File: config.mk
export PLATFORM = sky130hd
export DESIGN_NAME = ctrl_unit_flat
export DESIGN_NICKNAME = d
export VERILOG_FILES = /design/src/rtl/ctrl_unit_pkg.sv /design/src/rtl/ctrl_unit_if.sv /design/src/rtl/ctrl_unit_prog_counter.sv /design/src/rtl/ctrl_unit.sv /design/src/flat_wrapper.sv
export SDC_FILE = /design/constraint.sdc
export NUM_CORES = 1
export LEC_CHECK = 0
export CAP_MARGIN = 25
export CORE_AREA = 4 4 69 71
export DETAILED_ROUTE_END_ITERATION = 6
export DIE_AREA = 0 0 73 75
export SYNTH_ARGS = -nofsm -noshare
export SYNTH_HDL_FRONTEND = slang
export SYNTH_SLANG_ARGS = --single-unit
export TNS_END_PERCENT = 50
File: constraint.sdc
create_clock -name clk -period 3.93 [get_ports clk]
set_clock_uncertainty 0.05 [all_clocks]
set_input_delay 0.393 -clock clk [delete_from_list [all_inputs] [get_ports clk]]
set_output_delay 0.393 -clock clk [all_outputs]
set_load 0.005 [all_outputs]
File: src/rtl/ctrl_unit_pkg.sv
// rtl/ctrl_unit_pkg.sv - shared constants, state encoding and field helpers for ctrl_unit
package ctrl_unit_pkg;

  localparam int DEF_DATA_WIDTH  = 4;
  localparam int DEF_OP_WIDTH    = 2;
  localparam int DEF_ADDR_WIDTH  = 4;
  localparam int DEF_INSTR_WIDTH = 8;

  localparam int OPC_BITS = 4;
  localparam int OPD_BITS = 4;

  localparam logic [3:0] OPC_NOP  = 4'h0;
  localparam logic [3:0] OPC_LDI  = 4'h1;
  localparam logic [3:0] OPC_ADDI = 4'h2;
  localparam logic [3:0] OPC_INC  = 4'h3;
  localparam logic [3:0] OPC_JMP  = 4'h4;
  localparam logic [3:0] OPC_JZ   = 4'h5;
  localparam logic [3:0] OPC_OUT  = 4'h6;
  localparam logic [3:0] OPC_HALT = 4'hF;

  localparam logic [1:0] ALU_SUM = 2'b00;
  localparam logic [1:0] ALU_IN0 = 2'b01;
  localparam logic [1:0] ALU_INC = 2'b10;
  localparam logic [1:0] ALU_IN1 = 2'b11;

  typedef enum logic [1:0] {
    ST_IDLE  = 2'd0,
    ST_FETCH = 2'd1,
    ST_EXEC  = 2'd2,
    ST_HALT  = 2'd3
  } state_t;

  function automatic logic [OPC_BITS-1:0] opcode_of(input logic [DEF_INSTR_WIDTH-1:0] instr);
    return instr[DEF_INSTR_WIDTH-1 -: OPC_BITS];
  endfunction

endpackage

File: src/rtl/ctrl_unit_if.sv
// rtl/ctrl_unit_if.sv - program ROM and ALU bus between the sequencer and its neighbours
interface ctrl_unit_if
  import ctrl_unit_pkg::*;
#(
  parameter int DATA_WIDTH  = DEF_DATA_WIDTH,
  parameter int OP_WIDTH    = DEF_OP_WIDTH,
  parameter int ADDR_WIDTH  = DEF_ADDR_WIDTH,
  parameter int INSTR_WIDTH = DEF_INSTR_WIDTH
);
  logic [ADDR_WIDTH-1:0]  pc;
  logic [INSTR_WIDTH-1:0] instr;
  logic [DATA_WIDTH-1:0]  alu_in0;
  logic [DATA_WIDTH-1:0]  alu_in1;
  logic [OP_WIDTH-1:0]    alu_op;
  logic [DATA_WIDTH-1:0]  alu_out;

  modport master (output pc, alu_in0, alu_in1, alu_op, input instr, alu_out);
  modport slave  (input pc, alu_in0, alu_in1, alu_op, output instr, alu_out);
endinterface

File: src/rtl/ctrl_unit_prog_counter.sv
// rtl/ctrl_unit_prog_counter.sv - program counter with load priority over increment
module prog_counter #(
  parameter int WIDTH = 4
) (
  input  logic             clk,
  input  logic             rst,
  input  logic             inc,
  input  logic             load,
  input  logic [WIDTH-1:0] load_value,
  output logic [WIDTH-1:0] count
);

  always_ff @(posedge clk) begin
    if (rst)
      count <= '0;
    else if (load)
      count <= load_value;
    else if (inc)
      count <= count + WIDTH'(1);
  end

endmodule

File: src/rtl/ctrl_unit.sv
// rtl/ctrl_unit.sv - fetch/decode/writeback sequencer around the external 4-bit ALU
module ctrl_unit
  import ctrl_unit_pkg::*;
#(
  parameter int DATA_WIDTH  = DEF_DATA_WIDTH,
  parameter int OP_WIDTH    = DEF_OP_WIDTH,
  parameter int ADDR_WIDTH  = DEF_ADDR_WIDTH,
  parameter int INSTR_WIDTH = DEF_INSTR_WIDTH
) (
  input  logic                  clk,
  input  logic                  rst,
  input  logic                  start,
  ctrl_unit_if.master           bus,
  output logic [DATA_WIDTH-1:0] out_data,
  output logic                  out_valid,
  output logic                  halted,
  output logic                  illegal
);

  state_t                 state, state_next;
  logic [INSTR_WIDTH-1:0] ir;
  logic [DATA_WIDTH-1:0]  acc;
  logic [ADDR_WIDTH-1:0]  pc;
  logic [OPC_BITS-1:0]    opc;
  logic [OP_WIDTH-1:0]    alu_op;
  logic                   pc_inc, pc_load, acc_we, out_we, illegal_next;

  assign opc         = opcode_of(ir);
  assign bus.pc      = pc;
  assign bus.alu_in0 = acc;
  assign bus.alu_in1 = ir[DATA_WIDTH-1:0];
  assign bus.alu_op  = alu_op;
  assign halted      = (state == ST_HALT);

  prog_counter #(.WIDTH(ADDR_WIDTH)) u_pc (
    .clk        (clk),
    .rst        (rst),
    .inc        (pc_inc),
    .load       (pc_load),
    .load_value (ir[ADDR_WIDTH-1:0]),
    .count      (pc)
  );

  always_ff @(posedge clk) begin
    if (rst) begin
      state     <= ST_IDLE;
      ir        <= '0;
      acc       <= '0;
      out_data  <= '0;
      out_valid <= 1'b0;
      illegal   <= 1'b0;
    end else begin
      state     <= state_next;
      out_valid <= out_we;
      illegal   <= illegal_next;
      if (state == ST_FETCH)
        ir <= bus.instr;
      if (acc_we)
        acc <= bus.alu_out;
      if (out_we)
        out_data <= acc;
    end
  end

  // Non-ALU opcodes and non-EXEC states pass IN0 so the ALU output mirrors ACC.
  always_comb begin
    state_next   = state;
    alu_op       = ALU_IN0;
    pc_inc       = 1'b0;
    pc_load      = 1'b0;
    acc_we       = 1'b0;
    out_we       = 1'b0;
    illegal_next = 1'b0;
    case (state)
      ST_IDLE:  if (start) state_next = ST_FETCH;
      ST_FETCH: begin
        pc_inc     = 1'b1;
        state_next = ST_EXEC;
      end
      ST_EXEC: begin
        state_next = ST_FETCH;
        case (opc)
          OPC_NOP:  ;
          OPC_LDI:  begin alu_op = ALU_IN1; acc_we = 1'b1; end
          OPC_ADDI: begin alu_op = ALU_SUM; acc_we = 1'b1; end
          OPC_INC:  begin alu_op = ALU_INC; acc_we = 1'b1; end
          OPC_JMP:  pc_load = 1'b1;
          OPC_JZ:   pc_load = (acc == '0);
          OPC_OUT:  out_we = 1'b1;
          OPC_HALT: state_next = ST_HALT;
          default:  illegal_next = 1'b1;
        endcase
      end
      ST_HALT:  ;
      default:  state_next = ST_IDLE;
    endcase
  end

endmodule

File: src/flat_wrapper.sv
// flat-port wrapper written by rule: the top's interface ports become plain ports
module ctrl_unit_flat import ctrl_unit_pkg::*;
#(
  parameter int DATA_WIDTH  = DEF_DATA_WIDTH,
  parameter int OP_WIDTH    = DEF_OP_WIDTH,
  parameter int ADDR_WIDTH  = DEF_ADDR_WIDTH,
  parameter int INSTR_WIDTH = DEF_INSTR_WIDTH
)
  (clk, rst, start, out_data, out_valid, halted, illegal, bus_pc, bus_alu_in0, bus_alu_in1, bus_alu_op, bus_instr, bus_alu_out);
  ctrl_unit_if #(.DATA_WIDTH(DATA_WIDTH), .OP_WIDTH(OP_WIDTH), .ADDR_WIDTH(ADDR_WIDTH), .INSTR_WIDTH(INSTR_WIDTH)) bus_i ();
  input  logic clk;
  input  logic rst;
  input  logic start;
  output logic [DATA_WIDTH-1:0] out_data;
  output logic out_valid;
  output logic halted;
  output logic illegal;
  output wire logic [$bits(bus_i.pc)-1:0] bus_pc;
  output wire logic [$bits(bus_i.alu_in0)-1:0] bus_alu_in0;
  output wire logic [$bits(bus_i.alu_in1)-1:0] bus_alu_in1;
  output wire logic [$bits(bus_i.alu_op)-1:0] bus_alu_op;
  input wire logic [$bits(bus_i.instr)-1:0] bus_instr;
  input wire logic [$bits(bus_i.alu_out)-1:0] bus_alu_out;
  assign bus_pc = bus_i.pc;
  assign bus_alu_in0 = bus_i.alu_in0;
  assign bus_alu_in1 = bus_i.alu_in1;
  assign bus_alu_op = bus_i.alu_op;
  assign bus_i.instr = bus_instr;
  assign bus_i.alu_out = bus_alu_out;
  ctrl_unit #(.DATA_WIDTH(DATA_WIDTH), .OP_WIDTH(OP_WIDTH), .ADDR_WIDTH(ADDR_WIDTH), .INSTR_WIDTH(INSTR_WIDTH)) u_core (.clk(clk), .rst(rst), .start(start), .bus(bus_i), .out_data(out_data), .out_valid(out_valid), .halted(halted), .illegal(illegal));
endmodule
==> run metrics, run 1 <==
f_max 399 MHz; Max Root-Sink Buffers 2; setup ws final 1.43 ns; Post-CTS Hold Buffers 0; Max FO, Critical Path 7; nets@finish 178; Cell Pwr Density 315 mW/mm2; reg2reg path depth 5; Async SR Flop Fraction 0; Via Count 994; number of synthesized flops with an enable pin 0; storage element area 480 um2; die width 73 um; max-capacitance violation count 0; hold crit path type register to register; Worst Path Required 3.49 ns; Synth cell types 38; Final setup viols 0; worst skew pair latency 0.26 ns; GPL Wtd Cong 0.751; Yosys Warn Count 0; # port buffers 35; fin crit share 0.637; Synth Net Count 148; outcome finished clean; per-cell routed wire length 12.7 um; TritonCTS buffer count 3; grt total ovfl 0; cell taking the most area after synthesis dfxtp_1; largest net degree at the start of global routing 26; Startpoint Class register; Area Overhead vs Synth 34.2%; post-synthesis cell count 126; CP arrival 2.06 ns; slew margin rel. 0.547; Synth Flop Type dfxtp_1; Avg Cell Area, Syn 9.37 um2; Leak 0.576 nW; area of the multi-input gates 622 um2; n_diodes 0; TritonCTS clock tree yes; initial antenna violation count 0; maximum vdd drop 0.130 mV; #FFs+latches synth 24; reg2reg setup slack 2.17 ns; ranking of synthesized cells by area dfxtp_1 (41%), mux2i_1 (7.6%), ha_1 (7.4%); Syn Std Cell Area 0.00118 mm2; Starting Density 0.279; crit end category output port; Fill cells 418; CTS root buf clkbuf_8; Worst Tran Pin Value 0.680 ns; clk slew on worst S/H paths 0.08 ns; CTS sink count 24; end of the worst hold path u_core.out_data[2]$_SDFFE_PP0P_; Die Ht 75 um; post-synth top area share 0.407; vias in the first global route 941; Core ar. 0.00423 mm2; vias per inst 4.83; most common cell in the synthesized netlist dfxtp_1; endpoints failing hold 0; Post-route DRC 0; first-pass GRT wire length 4310 um; total negative setup slack 0 ns; Die Area 0.00548 mm2; post-place setup slack 1.72 ns; FF-to-FF End u_core.u_pc.count[0]$_SDFFE_PP0P_; DR iter-0 viols 13; H-tree lvl count 1; sequential cell area fraction in the yosys report 0.407; 1st-pass router iterations 4; post-route antenna net violation count 0; Slew Limit Fails 0; Critical R2R Launch u_core.state[1]$_SDFFE_PP0P_; RSZ-0062 raised after global routing false; post-DP HPWL 1990 um; post_cts resized 0; ratio of cells with drive above 1 in the final layout 0.0584; Synth top cells by count dfxtp_1 (24), a21oi_1 (12), nor2_1 (11), nand3_1 (10), mux2i_1 (9); kind of critical path register to output port; GRT Total Usage 0.100; aggregate routed wire length 2610 um; hold_sp u_core.out_data[2]$_SDFFE_PP0P_; hold depth 2; post-CTS setup repair buffer count 0; io pins 36; post-layout min period 2.50 ns; row cnt 24
## area by class of cell
cell class | instances | area share
timing repair buffer | 36 | 0.226
multi-input combinational | 86 | 0.392
sequential | 24 | 0.303
clock buffer | 3 | 0.0260
inverter | 5 | 0.0118
tap | 52 | 0.0410
## metal layers
layer  track usage  wire (um)  vias up
li1              -          -      502
met1         0.118       1130      458
met2         0.172       1310       29
met3        0.0174        116        5
met4        0.0574         63        0
met5             0          0        -
## worst max-delay path, cell delays in order, from the launching register on
cell	delay, ns
dfxtp_1	0.37
inv_1	0.10
ha_1	0.25
or3b_1	0.45
nor2_1	0.13
clkdlybuf4s50_1	0.51
## kinds of logic after synthesis
logic type	count (synthesis)	share of synthesized area
flops	24	0.407
mux	9	0.0763
xor+xnor	3	0.0222
buf+inv	16	0.0667
fa+ha+maj	7	0.0741
simple gates	37	0.181
compound gates	30	0.173
## state kept, by name, summed over array words and instances (netlist names)
register and flops:
u_core.out_data 4, u_core.state 2, u_core.bus.alu_in0 4, u_core.u_pc.count 4, u_core.ir 8, u_core.out_valid 1
u_core.illegal 1
## cell usage in the layout, fill, tap and decap left out, drive strengths merged, types with 2 or more instances in the layout
master	Yosys	final
clkdlybuf4s50	0	35
inv	5	5
nor3b	2	2
clkbuf	4	3
ha	7	7
a21oi	13	13
nand2	2	2
nand3	10	10
xor2	2	2
dfxtp	24	24
o21ai	9	9
mux2i	9	9
nor2	11	11
## power by group
part	switching [W]	leakage [nW]	total [W]	internal, W
Sequential	0.0000168	0.195	0.000271	0.000255
Clock	0.0000731	0.0216	0.000142	0.0000685
Combinational	0.0000368	0.359	0.0000867	0.0000499
Total	0.000127	0.576	0.000500	0.000373
## through the flow
step	instances	power (W)	hold WS [ns]	area (um2)	util
floorplan	126	0.000331	0.406	1180	-
detailed placement	203	0.000365	0.435	1540	0.365
global placement	203	0.000361	0.426	1540	0.365
CTS	206	0.000505	0.444	1590	0.374
finish	206	0.000500	0.441	1590	0.374
global route	206	0.000526	0.458	1590	0.374
## worst max path at each step
stage | endpoint | cells past startpoint | from
2_1_floorplan | bus_alu_op[1] | 4 | u_core.state[0]$_SDFFE_PP0P_
3_3_place_gp | bus_alu_op[1] | 5 | u_core.state[0]$_SDFFE_PP0P_
3_5_place_dp | bus_alu_op[1] | 5 | u_core.state[0]$_SDFFE_PP0P_
4_1_cts | bus_alu_op[1] | 5 | u_core.state[0]$_SDFFE_PP0P_
5_1_grt | bus_alu_op[1] | 5 | u_core.state[0]$_SDFFE_PP0P_
6_report | bus_alu_op[1] | 5 | u_core.state[0]$_SDFFE_PP0P_
Note: power is estimated with default switching activity, not from simulation.
==> inputs of run 2 (changes only) <==
- clock period: 3.93 -> 2.27 ns (I/O delays scaled with it)
==> run 2 against run 1 <==
Combinational power rose by 89%. Core utilization rose by 1.1 points. Power rose by 84%. Flip-flop and latch count did not move. Worst setup slack got worse by 1.3 ns. Sequential share of layout area fell by 0.76 points. Critical path depth fell by 1. Via count fell by 2.0%. Die area did not move. Wire length rose by 3.8%. Critical path type unchanged. Critical endpoint unchanged. Largest cell class unchanged.
==> run metrics, run 2 (same netlist as run 1, synthesis figures left out) <==
outcome finished clean (unchanged); cell chain of the critical path ha_4 -> or3b_4 -> nor2_1 -> clkdlybuf4s50_1 (was inv_1 -> ha_1 -> or3b_1 -> nor2_1 -> clkdlybuf4s50_1); f_max 460 MHz; grt total ovfl 0 (unchanged); hold slack 0.440 ns (was 0.441 ns); Die Area 0.00548 mm2 (unchanged); row cnt 24 (unchanged); GRT Total Usage 0.106 (was 0.100); TritonCTS clock tree yes (unchanged); Startpoint Class register (unchanged); die width 73 um (unchanged); area of the multi-input gates 637 um2 (was 622 um2); hold crit path type register to register (unchanged); crit end category output port (unchanged); Slew Limit Fails 0 (unchanged); worst skew pair latency 0.27 ns (was 0.26 ns); Fill cells 422 (was 418); CP max stage delay 0.50 ns (was 0.51 ns); clk slew on worst S/H paths 0.08 ns (about the same); most common cell after layout, fill and taps aside clkdlybuf4s50_1 (unchanged); slew margin rel. 0.624 (was 0.547); endpoints failing hold 0 (unchanged); nets@finish 180 (was 178); vias per inst 4.66 (was 4.83); per-cell routed wire length 13.0 um (was 12.7 um); GPL Wtd Cong 0.773 (was 0.751); Worst Path Required 1.99 ns (was 3.49 ns); # port buffers 35 (unchanged); Core ar. 0.00423 mm2 (unchanged); CTS root buf clkbuf_8 (unchanged); TritonCTS buffer count 3 (unchanged); Starting Density 0.279 (unchanged); kind of critical path register to output port (unchanged); final core occ 0.385 (was 0.374); post-DP HPWL 2120 um (was 1990 um); Die Ht 75 um (unchanged); commonest cells after routing, fill and taps aside clkdlybuf4s50_1 (35), dfxtp_1 (23), a21oi_1 (12), nor2_1 (11), nand3_1 (10) (was clkdlybuf4s50_1 (35), dfxtp_1 (24), a21oi_1 (12), nor2_1 (11), nand3_1 (10)); Via Count 974 (was 994); Area Overhead vs Synth 38.0% (was 34.2%); Max FO, Critical Path 7 (unchanged); maximum vdd drop 0.260 mV (was 0.130 mV); CTS sink count 24 (unchanged); vias in the first global route 983 (was 941); fin crit share 0.957; max-capacitance violation count 0 (unchanged); post-layout min period 2.17 ns; DR iter-0 viols 57 (was 13); Leak 0.596 nW (was 0.576 nW); Worst Tran Pin Value 0.562 ns (was 0.680 ns); Post-CTS Hold Buffers 0 (unchanged); RSZ-0062 raised after global routing false (unchanged); H-tree lvl count 1 (unchanged); Cell Pwr Density 564 mW/mm2 (was 315 mW/mm2); io pins 36 (unchanged); Buf/Inv on CP 1 (was 2); n_diodes 0 (unchanged); ratio of cells with drive above 1 in the final layout 0.102 (was 0.0584); first-pass GRT wire length 4500 um (was 4310 um); storage element area 482 um2 (was 480 um2); total negative setup slack 0 ns (unchanged); Post-route DRC 0 (unchanged); post-CTS setup repair buffer count 0 (unchanged); CP top delay family simple AND/OR/NAND/NOR gates (was buffers and inverters); post-route antenna net violation count 0 (unchanged); largest net degree at the start of global routing 25 (was 26); Final setup viols 0 (unchanged); CP arrival 1.90 ns (was 2.06 ns); aggregate routed wire length 2710 um (was 2610 um); Reg with most FFs u_core.ir (unchanged); max reg flops 8 (unchanged); Max Root-Sink Buffers 2 (unchanged); slowest CP cell clkdlybuf4s50_1 (unchanged); initial antenna violation count 0 (unchanged); 1st-pass router iterations 4 (unchanged)
run 2: worst min-delay path: stages (launching register included):
cell and delay, ns:
dfxtp_1 0.32, o21ai_1 0.07, a21oi_1 0.06
run 2: layout make-up:
type                    count  share of cell area
well taps                  52              0.0399
inverters                   5              0.0115
flip-flops and latches     24               0.295
multi-input cells          86               0.391
clock buffers               4              0.0338
repair buffers             38               0.229
run 2: routing by layer:
| layer | vias up | GRT usage | routed length, um |
|---|---|---|---|
| met1 | 443 | 0.127 | 1170 |
| li1 | 502 | - | - |
| met5 | - | 0 | 0 |
| met3 | 6 | 0.0147 | 110 |
| met2 | 23 | 0.183 | 1360 |
| met4 | 0 | 0.0553 | 67 |
run 2: repair_timing:
item                                    in CTS  in global routing
pin swaps                                    0                  0
resized for setup                            3                  2
endpoints found under the setup margin       1                  1
gates cloned                                 0                  0
run 2: worst paths after layout:
path                                                       from                         endpoint  slack (ns)  depth (start not counted)
worst max register to register     u_core.state[1]$_SDFFE_PP0P_     u_core.state[1]$_SDFFE_PP0P_        0.60                          5
worst max-delay path               u_core.state[1]$_SDFFE_PP0P_                    bus_alu_op[1]         0.1                          4
worst min-delay path            u_core.out_data[0]$_SDFFE_PP0P_  u_core.out_data[0]$_SDFFE_PP0P_        0.44                          2
worst min register to register  u_core.out_data[0]$_SDFFE_PP0P_  u_core.out_data[0]$_SDFFE_PP0P_        0.44                          2
run 2: where the power goes:
part           switching (W)  internal (W)  leakage (nW)
sequential         0.0000247      0.000441         0.195
combinational      0.0000717     0.0000922         0.372
clock               0.000135      0.000155        0.0288
run 2: stage by stage:
stage          power (W)  area (um2)  setup slack [ns]  std cells
2_1_floorplan   0.000572        1180             0.766        126
3_3_place_gp    0.000631        1560             0.273        205
3_5_place_dp    0.000638        1560             0.235        205
4_1_cts         0.000930        1620            0.0277        209
5_1_grt         0.000961        1630            0.0360        209
6_report        0.000920        1630            0.0972        209
